## config.mk

```make
export PLATFORM = sky130hd
export DESIGN_NAME = window_extrema_filter_flat
export DESIGN_NICKNAME = d
export VERILOG_FILES = /design/src/rtl/window_extrema_filter_if.sv /design/src/rtl/window_extrema_filter.sv /design/src/flat_wrapper.sv
export SDC_FILE = /design/constraint.sdc
export NUM_CORES = 1
export LEC_CHECK = 0
export BUFFER_PORTS_ARGS = -buffer_cell sky130_fd_sc_hd__buf_4
export CAP_MARGIN = 0
export CORE_ASPECT_RATIO = 1.1
export CORE_MARGIN = 2
export CORE_UTILIZATION = 40
export CTS_CLUSTER_DIAMETER = 60
export DETAILED_ROUTE_END_ITERATION = 8
export HOLD_SLACK_MARGIN = 0.1
export PLACE_DENSITY = 0.67
export SETUP_SLACK_MARGIN = 0.4
export SYNTH_ARGS = -nofsm -noshare
export SYNTH_HDL_FRONTEND = slang
export SYNTH_SLANG_ARGS = --single-unit
```

## constraint.sdc

```tcl
create_clock -name clock_1khz -period 5.99 [get_ports clock_1khz]
set_clock_uncertainty 0.1 [all_clocks]
set_input_delay 0.2995 -clock clock_1khz [delete_from_list [all_inputs] [get_ports clock_1khz]]
set_output_delay 0.2995 -clock clock_1khz [all_outputs]
set_load 0.01 [all_outputs]
```

## src/rtl/window_extrema_filter_if.sv

```systemverilog
// Bundle between the sampled ADC data bus and the windowed extrema filter.
// The master side drives the window controls and the samples. The slave side
// (the filter) returns the published per-channel results, the publish strobe
// and the current window fill level.
//   clear        restart the current window; published results are kept
//   mode         0=min 1=max 2=mean 3=peak-to-peak
//   sample_valid datain is taken on this clock edge
//   datain       channel k at [k*DATA_WIDTH +: DATA_WIDTH]
//   data_filter  last published result per channel, same packing as datain
//   out_valid    one-cycle strobe: data_filter has just been updated
//   sample_cnt   samples accepted so far in the current window
interface window_extrema_filter_if #(
   parameter int DATA_WIDTH = 10,
   parameter int NUM_CH     = 2,
   parameter int WIN_LOG2   = 10
);
   logic                           clear;
   logic [1:0]                     mode;
   logic                           sample_valid;
   logic [NUM_CH*DATA_WIDTH-1:0]   datain;
   logic [NUM_CH*DATA_WIDTH-1:0]   data_filter;
   logic                           out_valid;
   logic [WIN_LOG2-1:0]            sample_cnt;

   modport master (
      output clear, mode, sample_valid, datain,
      input  data_filter, out_valid, sample_cnt
   );

   modport slave (
      input  clear, mode, sample_valid, datain,
      output data_filter, out_valid, sample_cnt
   );
endinterface

```

## src/rtl/window_extrema_filter.sv

```systemverilog
// Multi-channel windowed reduction of slow ADC samples (1 kHz domain).
// Each channel folds 2**WIN_LOG2 accepted samples into one result: min, max,
// truncated mean or peak-to-peak. The mode is latched at the first sample of
// each window. One result vector is published per window, on the same edge
// that accepts the final sample.
// Ports:
//   clock_1khz  filter clock
//   rst         asynchronous active-high reset
//   bus         window_extrema_filter_if slave (controls, samples, results)
module window_extrema_filter #(
   parameter int DATA_WIDTH = 10,
   parameter int NUM_CH     = 2,
   parameter int WIN_LOG2   = 10
) (
   input  logic                    clock_1khz,
   input  logic                    rst,
   window_extrema_filter_if.slave  bus
);

   localparam int SUM_W = DATA_WIDTH + WIN_LOG2;
   localparam logic [WIN_LOG2-1:0] CNT_LAST = '1;
   localparam logic [WIN_LOG2-1:0] CNT_ONE  = WIN_LOG2'(1);

   typedef logic [DATA_WIDTH-1:0] data_t;
   typedef logic [SUM_W-1:0]      sum_t;
   typedef enum logic [1:0] {
      MODE_MIN  = 2'd0,
      MODE_MAX  = 2'd1,
      MODE_MEAN = 2'd2,
      MODE_P2P  = 2'd3
   } mode_e;

   logic [WIN_LOG2-1:0]          cnt_q, cnt_d;
   mode_e                        mode_q, mode_d;
   data_t                        run_min_q [NUM_CH];
   data_t                        run_min_d [NUM_CH];
   data_t                        run_max_q [NUM_CH];
   data_t                        run_max_d [NUM_CH];
   sum_t                         run_sum_q [NUM_CH];
   sum_t                         run_sum_d [NUM_CH];
   data_t                        sample_w  [NUM_CH];
   logic [NUM_CH*DATA_WIDTH-1:0] data_filter_q, data_filter_d;
   logic                         out_valid_q, out_valid_d;

   // The sum holds exactly 2**WIN_LOG2 samples, so the mean is simply its
   // top DATA_WIDTH bits (truncating shift).
   function automatic data_t mean_trunc(input sum_t s);
      return s[SUM_W-1 -: DATA_WIDTH];
   endfunction

   function automatic data_t reduce(input mode_e m, input data_t mn,
                                    input data_t mx, input sum_t s);
      case (m)
         MODE_MIN:  return mn;
         MODE_MAX:  return mx;
         MODE_MEAN: return mean_trunc(s);
         default:   return mx - mn;   // max >= min always, no wrap
      endcase
   endfunction

   always_comb begin
      for (int k = 0; k < NUM_CH; k++) begin
         sample_w[k] = bus.datain[k*DATA_WIDTH +: DATA_WIDTH];
      end
   end

   always_comb begin
      cnt_d         = cnt_q;
      mode_d        = mode_q;
      data_filter_d = data_filter_q;
      out_valid_d   = 1'b0;
      for (int k = 0; k < NUM_CH; k++) begin
         run_min_d[k] = run_min_q[k];
         run_max_d[k] = run_max_q[k];
         run_sum_d[k] = run_sum_q[k];
      end

      // Clear dominates: a sample on the same edge is dropped and a pending
      // publish is cancelled. Accumulators are reloaded by the next sample 0.
      if (bus.clear) begin
         cnt_d = '0;
      end else if (bus.sample_valid) begin
         cnt_d = cnt_q + CNT_ONE;
         if (cnt_q == '0) begin
            mode_d = mode_e'(bus.mode);
            for (int k = 0; k < NUM_CH; k++) begin
               run_min_d[k] = sample_w[k];
               run_max_d[k] = sample_w[k];
               run_sum_d[k] = SUM_W'(sample_w[k]);
            end
         end else begin
            for (int k = 0; k < NUM_CH; k++) begin
               if (sample_w[k] < run_min_q[k]) run_min_d[k] = sample_w[k];
               if (sample_w[k] > run_max_q[k]) run_max_d[k] = sample_w[k];
               run_sum_d[k] = run_sum_q[k] + SUM_W'(sample_w[k]);
            end
         end
         // Publish from the updated running values so the final sample is
         // included without an extra cycle. cnt_q is never 0 here, so mode_q
         // already holds this window's mode.
         if (cnt_q == CNT_LAST) begin
            out_valid_d = 1'b1;
            for (int k = 0; k < NUM_CH; k++) begin
               data_filter_d[k*DATA_WIDTH +: DATA_WIDTH] =
                  reduce(mode_q, run_min_d[k], run_max_d[k], run_sum_d[k]);
            end
         end
      end
   end

   always_ff @(posedge clock_1khz or posedge rst) begin
      if (rst) begin
         cnt_q         <= '0;
         mode_q        <= MODE_MIN;
         data_filter_q <= '0;
         out_valid_q   <= 1'b0;
         for (int k = 0; k < NUM_CH; k++) begin
            run_min_q[k] <= '0;
            run_max_q[k] <= '0;
            run_sum_q[k] <= '0;
         end
      end else begin
         cnt_q         <= cnt_d;
         mode_q        <= mode_d;
         data_filter_q <= data_filter_d;
         out_valid_q   <= out_valid_d;
         for (int k = 0; k < NUM_CH; k++) begin
            run_min_q[k] <= run_min_d[k];
            run_max_q[k] <= run_max_d[k];
            run_sum_q[k] <= run_sum_d[k];
         end
      end
   end

   assign bus.data_filter = data_filter_q;
   assign bus.out_valid   = out_valid_q;
   assign bus.sample_cnt  = cnt_q;

endmodule
```

## src/flat_wrapper.sv

```systemverilog
// flat-port wrapper written by rule: the top's interface ports become plain ports
module window_extrema_filter_flat 
#(
   parameter int DATA_WIDTH = 10,
   parameter int NUM_CH     = 2,
   parameter int WIN_LOG2   = 10
)
  (clock_1khz, rst, bus_clear, bus_mode, bus_sample_valid, bus_datain, bus_data_filter, bus_out_valid, bus_sample_cnt);
  window_extrema_filter_if #(.DATA_WIDTH(DATA_WIDTH), .NUM_CH(NUM_CH), .WIN_LOG2(WIN_LOG2)) bus_i ();
  input  logic clock_1khz;
  input  logic rst;
  input wire logic [$bits(bus_i.clear)-1:0] bus_clear;
  input wire logic [$bits(bus_i.mode)-1:0] bus_mode;
  input wire logic [$bits(bus_i.sample_valid)-1:0] bus_sample_valid;
  input wire logic [$bits(bus_i.datain)-1:0] bus_datain;
  output wire logic [$bits(bus_i.data_filter)-1:0] bus_data_filter;
  output wire logic [$bits(bus_i.out_valid)-1:0] bus_out_valid;
  output wire logic [$bits(bus_i.sample_cnt)-1:0] bus_sample_cnt;
  assign bus_i.clear = bus_clear;
  assign bus_i.mode = bus_mode;
  assign bus_i.sample_valid = bus_sample_valid;
  assign bus_i.datain = bus_datain;
  assign bus_data_filter = bus_i.data_filter;
  assign bus_out_valid = bus_i.out_valid;
  assign bus_sample_cnt = bus_i.sample_cnt;
  window_extrema_filter #(.DATA_WIDTH(DATA_WIDTH), .NUM_CH(NUM_CH), .WIN_LOG2(WIN_LOG2)) u_core (.clock_1khz(clock_1khz), .rst(rst), .bus(bus_i));
endmodule
```

; ---- Word-level counts from Yosys, hierarchy flattened
; Index checks and enable logic that the tools add are counted.
[word_totals]
reg_bits = 113
elab_cells = 47
[op_classes]
bitwise_logic = 1
eq_ne = 3
n_lt_le_gt_ge = 4
add_sub_neg = 5
reduce_logical = 6
muxes = 18
[op_table]
columns = cell, n
row1 = 20-bit 2-to-1 mux, 6
row2 = 10-bit 2-to-1 mux, 6
row3 = 10-bit case mux with 3 select lines, 2
row4 = 20-bit by 10-bit adder with 20-bit output, 2
row5 = 40-bit 2-to-1 mux, 1
row6 = 10-bit > comparator, 2
row7 = 10-bit < comparator, 2
row8 = 10-bit subtractor, 2
row9 = 10-bit by 1-bit adder with 10-bit output (second input constant), 1
row10 = 10-bit == test (second input constant), 1
row11 = 10-bit zero test, 1
row12 = 3-bit AND reduction, 2
row13 = 1-bit 2-to-1 mux, 3
row14 = 2-bit by 1-bit == test with 1-bit output (second input constant), 1
row15 = 2-bit == test (second input constant), 1
row16 = 2-bit zero test, 1
row17 = 2-bit AND reduction, 1
row18 = 2-bit nonzero test, 1
row19 = 1-bit NOT, 1

; ---- Logic depth before layout (Yosys ltp)
[depth]
word_depth = 7
mapped_depth = 20
mapped_depth_nobuf = 19

; ---- Worst setup path after synthesis
; Ideal clock, no wire load.
[synth_timing]
path_kind = register to register
startpoint = register u_core.run_max_q[3] in the netlist's numbering
endpoint = register u_core.data_filter_q[19] (netlist: u_core.bus.data_filter[19])
t_arrival_ns = 3.656
stages_incl_launch_ff = 21
slack_ns = 2.139
setup_time_ns = 0.095
required_ns = 5.795
period_less_slack_ns = 3.851
path_cell_list = dfrtp_1 -> inv_1 -> ha_1 -> a21o_1 -> a21o_1 -> a221oi_4 -> o211ai_2 -> buf_6 -> buf_2 -> a21oi_1 -> inv_1 -> ha_1 -> nor2b_1 -> o21ai_0 -> a21boi_0 -> o21ai_0 -> a21oi_1 -> a31oi_1 -> xnor2_1 -> o21ai_0 -> o31ai_1
[synth_between]
elab_chain_cells = 7
[synth_rtl]
columns = element, line
row1 = start: declaration, window_extrema_filter.sv:37  ; data_t run_max_q [NUM_CH];
row2 = start signal: indexed assignment, window_extrema_filter.sv:129  ; run_max_q[k] <= run_max_d[k];
row3 = 10-bit > comparator, window_extrema_filter.sv:94  ; if (sample_w[k] > run_max_q[k]) run_max_d[k] = sample_w[k];
row4 = 10-bit 2-to-1 mux (*), window_extrema_filter.sv:94
row5 = 20-bit 2-to-1 mux (*), window_extrema_filter.sv:84  ; if (cnt_q == '0) begin
row6 = 20-bit 2-to-1 mux (*), window_extrema_filter.sv:82  ; end else if (bus.sample_valid) begin
row7 = 20-bit 2-to-1 mux (*), window_extrema_filter.sv:80  ; if (bus.clear) begin
row8 = 10-bit subtractor, window_extrema_filter.sv:57  ; default: return mx - mn;
row9 = 10-bit case mux with 3 select lines (*), window_extrema_filter.sv:53  ; case (m)
row10 = end signal: assignment, window_extrema_filter.sv:125  ; data_filter_q <= data_filter_d;
row11 = end: declaration, window_extrema_filter.sv:42  ; logic [NUM_CH*DATA_WIDTH-1:0] data_filter_q, data_filter_d;
; Mark *: on every way between the ends. The rest lies on a longest branch, timed or not. The select of a mux whose other input is x is not followed.
; A chain may end at the register's enable or synchronous reset.

; ---- Final worst setup path
[layout_timing]
startpoint = input port bus_datain[9]
endpoint = register u_core.data_filter_q[9] (netlist: u_core.bus.data_filter[9])
[layout_between]
elab_chain_cells = 7
[layout_rtl]
columns = element, line
row1 = start: declaration, flat_wrapper.sv:15  ; input wire logic [$bits(bus_i.datain)-1:0] bus_datain;
row2 = 10-bit > comparator / 10-bit < comparator (equally long branches), "window_extrema_filter.sv:94, window_extrema_filter.sv:93"
row3 = 10-bit 2-to-1 mux (on tied branches), "window_extrema_filter.sv:94, window_extrema_filter.sv:93"
row4 = 20-bit 2-to-1 mux, window_extrema_filter.sv:84
row5 = 20-bit 2-to-1 mux, window_extrema_filter.sv:82
row6 = 20-bit 2-to-1 mux, window_extrema_filter.sv:80
row7 = 10-bit subtractor, window_extrema_filter.sv:57
row8 = 10-bit case mux with 3 select lines (*), window_extrema_filter.sv:53
; Marks and branches as above.

==> impl_metrics.py <==
metrics = {
    "clock_tree": {
        "cts_hold_buffers": 9,
        "numCtsBuffers": 17,
        "clkLatencyLatePin_ps": 420,
        "cts.sinks": 113,
        "cts.reportedPaths.clkPinSlew_ps": 60,
        "clockBufferDepth": 2,
        "h-tree-depth": 4,
        "cts_resized": 0,
        "cts_setup_buffers": 0,
        "cts_tree": "built",
        "cts-root-buf": "clkbuf_16",
    },
    "synth": {
        "synth_edf_count": 0,
        "async_reset_ff_share_pct": 100,
        "synth_flop_cell": "dfrtp_1",
        "ys_top_cells_by_area": "dfrtp_1 34%, ha_1 12%, o21ai_0 6.3%",
        "synthMostInstantiatedCell": "nand2_1",
        "synth.avg_cell_area_um2": 8.34,
        "seq_area_frac_synth_pct": 33.6,
        "synth_cells": 1010,
        "synthTopCellsByCount": "136 x nand2_1, 113 x dfrtp_1, 106 x o21ai_0, 87 x nor2_1, 79 x inv_1",
        "ys_seq_elements": 113,
        "syn_area_um2": 8420,
        "yosys.area.top_type": "dfrtp_1",
        "synth_nets": 1118,
        "synth_warnings": 0,
        "ys_types": 63,
        "synth_top_area_share_pct": 33.6,
    },
    "critical_path": {
        "path_max_fanout": 18,
        "path_buf_inv": 3,
        "critPathTopFamily": "compound AO/OA/AOI/OAI gates",
        "arrival_ps": 4870,
        "worst_ep_required_time_ps": 6230,
        "r2r_start": "u_core.run_min_q[14]$_DFFE_PP0P_",
        "max_stage_delay_ps": 640,
        "setup.worst_path.start_class": "input port",
        "crit_slowest_cell": "o21ai_2",
        "crit_type": "in -> reg",
        "cp_cell_sequence": "dlygate4sd3_1, buf_4, ha_1, nand4_1, a211oi_1, a2111oi_2, o21ai_2, nor2_1, a21oi_1, inv_1, ha_1, nor2b_1, o21ai_0, a21oi_1, o41a_1, a31oi_1, xor2_1, xnor2_1, nand3_1, a31oi_1",
        "end_kind": "flop",
        "rr_endpoint": "u_core.bus.data_filter[9]$_DFFE_PP0P_",
        "ff2ff_path_depth": 18,
        "rrSetupSlack_ps": 1380,
    },
    "min_path": {
        "hold_class": "in -> reg",
        "min_to": "u_core.bus.sample_cnt[0]$_DFFE_PP0P_",
        "hp-start": "bus_sample_valid",
        "hold_path_depth": 3,
    },
    "routing": {
        "route.detailed.drc": 0,
        "viasPerCell": 5.45,
        "drt_first_pass_iters": 5,
        "dr.first_iter.drc_count": 443,
        "drtAntennaViolNets": 0,
        "vias": 7243,
        "wire_per_inst_um": 16.7,
        "drt-total-wl_um": 22100,
    },
    "global_route": {
        "grt_max_degree": 113,
        "grt_overflow": 0,
        "grt_pass1_wl_um": 36100,
        "grtUsageTotal_pct": 20.7,
        "antenna_found_initial": 0,
        "grt_pass1_vias": 7044,
    },
    "sta": {
        "max_slew_margin_pct": 26.1,
        "fmax_ghz": 0.216,
        "fin_crit_ps": 4630,
        "setup_tns_ps": 0,
        "post-route-period-util_pct": 77.3,
        "rsz0062_at_grt": "no",
        "tightest_slew_ps": 1110,
        "slew_violations": 0,
        "finalHoldViolCount": 0,
        "worst_slack_ps": 1360,
        "finalSetupViolCount": 0,
    },
    "power": {
        "ir_drop_mv": 0.209,
        "p_leak_nw": 4.63,
        "powerDensity_nw_per_um2": 318,
    },
    "die": {
        "io_pins": 57,
        "die_x_um": 142,
        "design.die.area_um2": 22200,
        "start_util_pct": 40.8,
        "die_height_um": 156,
        "rows": 55,
        "core_um2": 20600,
    },
    "final_layout": {
        "antenna_cells": 0,
        "layout.nets": 1168,
        "area_growth_pct": 15.4,
        "drive_above_1_share_pct": 11.0,
    },
    "status": {
        "status": "complete, no violations",
    },
    "job": {
        "max_cap_violations": 0,
    },
    "place": {
        "detailedPlacementHpwl_um": 15700,
        "gp_congestion": 0.853,
        "portBuffers": 56,
        "preCtsSetupSlack_ps": 1350,
    },
}
[layer usage]
metal,wire (um),track usage (%),up-vias
met5,0,0,-
met4,491,6.65,0
met3,865,3.81,33
met2,10900,36.0,137
met1,9920,26.1,3438
li1,-,-,3635
[report_power, final]
| group | internal (mW) | total [mW] | switching [mW] | leakage (nW) |
|---|---|---|---|---|
| Combinational | 0.468 | 1.14 | 0.669 | 2.88 |
| Clock | 0.627 | 1.00 | 0.377 | 0.281 |
| Sequential | 0.858 | 0.951 | 0.0935 | 1.47 |
| Total | 1.95 | 3.09 | 1.14 | 4.63 |
[tightest hold or removal path, cell delays in order]
cell	delay, ps
buf_4	150
xnor2_1	80
nor2_1	80
[state kept, by name, indices dropped and copies added, names as in the netlist]
| signal | count |
|---|---|
| u_core.bus.data_filter | 20 |
| u_core.bus.out_valid | 1 |
| u_core.bus.sample_cnt | 10 |
| u_core.mode_q | 2 |
| u_core.run_max_q | 20 |
| u_core.run_min_q | 20 |
| u_core.run_sum_q | 40 |
[stage by stage]
stage          cell area (um^2)  std cells  util (%)  hold slack [ps]  power, mW
2_1_floorplan              8420       1010         -              347       1.81
3_3_place_gp               9060       1288      43.9              363       2.07
3_5_place_dp               9060       1288      43.9              370       2.09
4_1_cts                    9720       1328      47.1              113       3.10
5_1_grt                    9720       1328      47.1              142       3.30
6_report                   9720       1328      47.1              126       3.09
[logic make-up after synthesis]
family / count (synthesis) / share of synthesized area (%)
buf+inv: 122 / 5.66
xor+xnor: 54 / 5.61
fa+ha+maj: 82 / 12.5
compound gates: 280 / 20.2
flops: 113 / 33.6
mux: 45 / 5.60
simple gates: 314 / 16.8
[area by class of cell]
class                   instances  area (um^2)
flip-flops and latches        113         2830
inverters                      80          303
repair buffers                 73          571
clock buffers                  20          457
fillers                      2021        10900
multi-input cells             775         5130
clock inverters                11          114
well taps                     256          320
[cell usage in the layout (no fill, tap or decap), types with 17 or more instances in the layout]
cell and n:
a21oi_1 71, buf_4 64, clkbuf_16 17, dfrtp_1 113
ha_1 78, inv_1 78, mux2i_1 37, nand2_1 136
nor2_1 87, nor3_1 17, o21ai_0 106, xnor2_1 23
xor2_1 31
[worst max-delay path by stage]
| stage | from | endpoint | slack [ps] | cells after the start |
|---|---|---|---|---|
| floorplan | u_core.run_max_q[3]$_DFFE_PP0P_ | u_core.bus.data_filter[19]$_DFFE_PP0P_ | 2140 | 20 |
| global placement | bus_datain[4] | u_core.bus.data_filter[9]$_DFFE_PP0P_ | 1410 | 18 |
| detailed placement | bus_datain[4] | u_core.bus.data_filter[9]$_DFFE_PP0P_ | 1350 | 18 |
| CTS | u_core.run_min_q[14]$_DFFE_PP0P_ | u_core.bus.data_filter[9]$_DFFE_PP0P_ | 1380 | 18 |
| global route | bus_datain[9] | u_core.bus.data_filter[9]$_DFFE_PP0P_ | 1010 | 20 |
| finish | bus_datain[9] | u_core.bus.data_filter[9]$_DFFE_PP0P_ | 1360 | 20 |
Power figures use the tool's default switching activity.
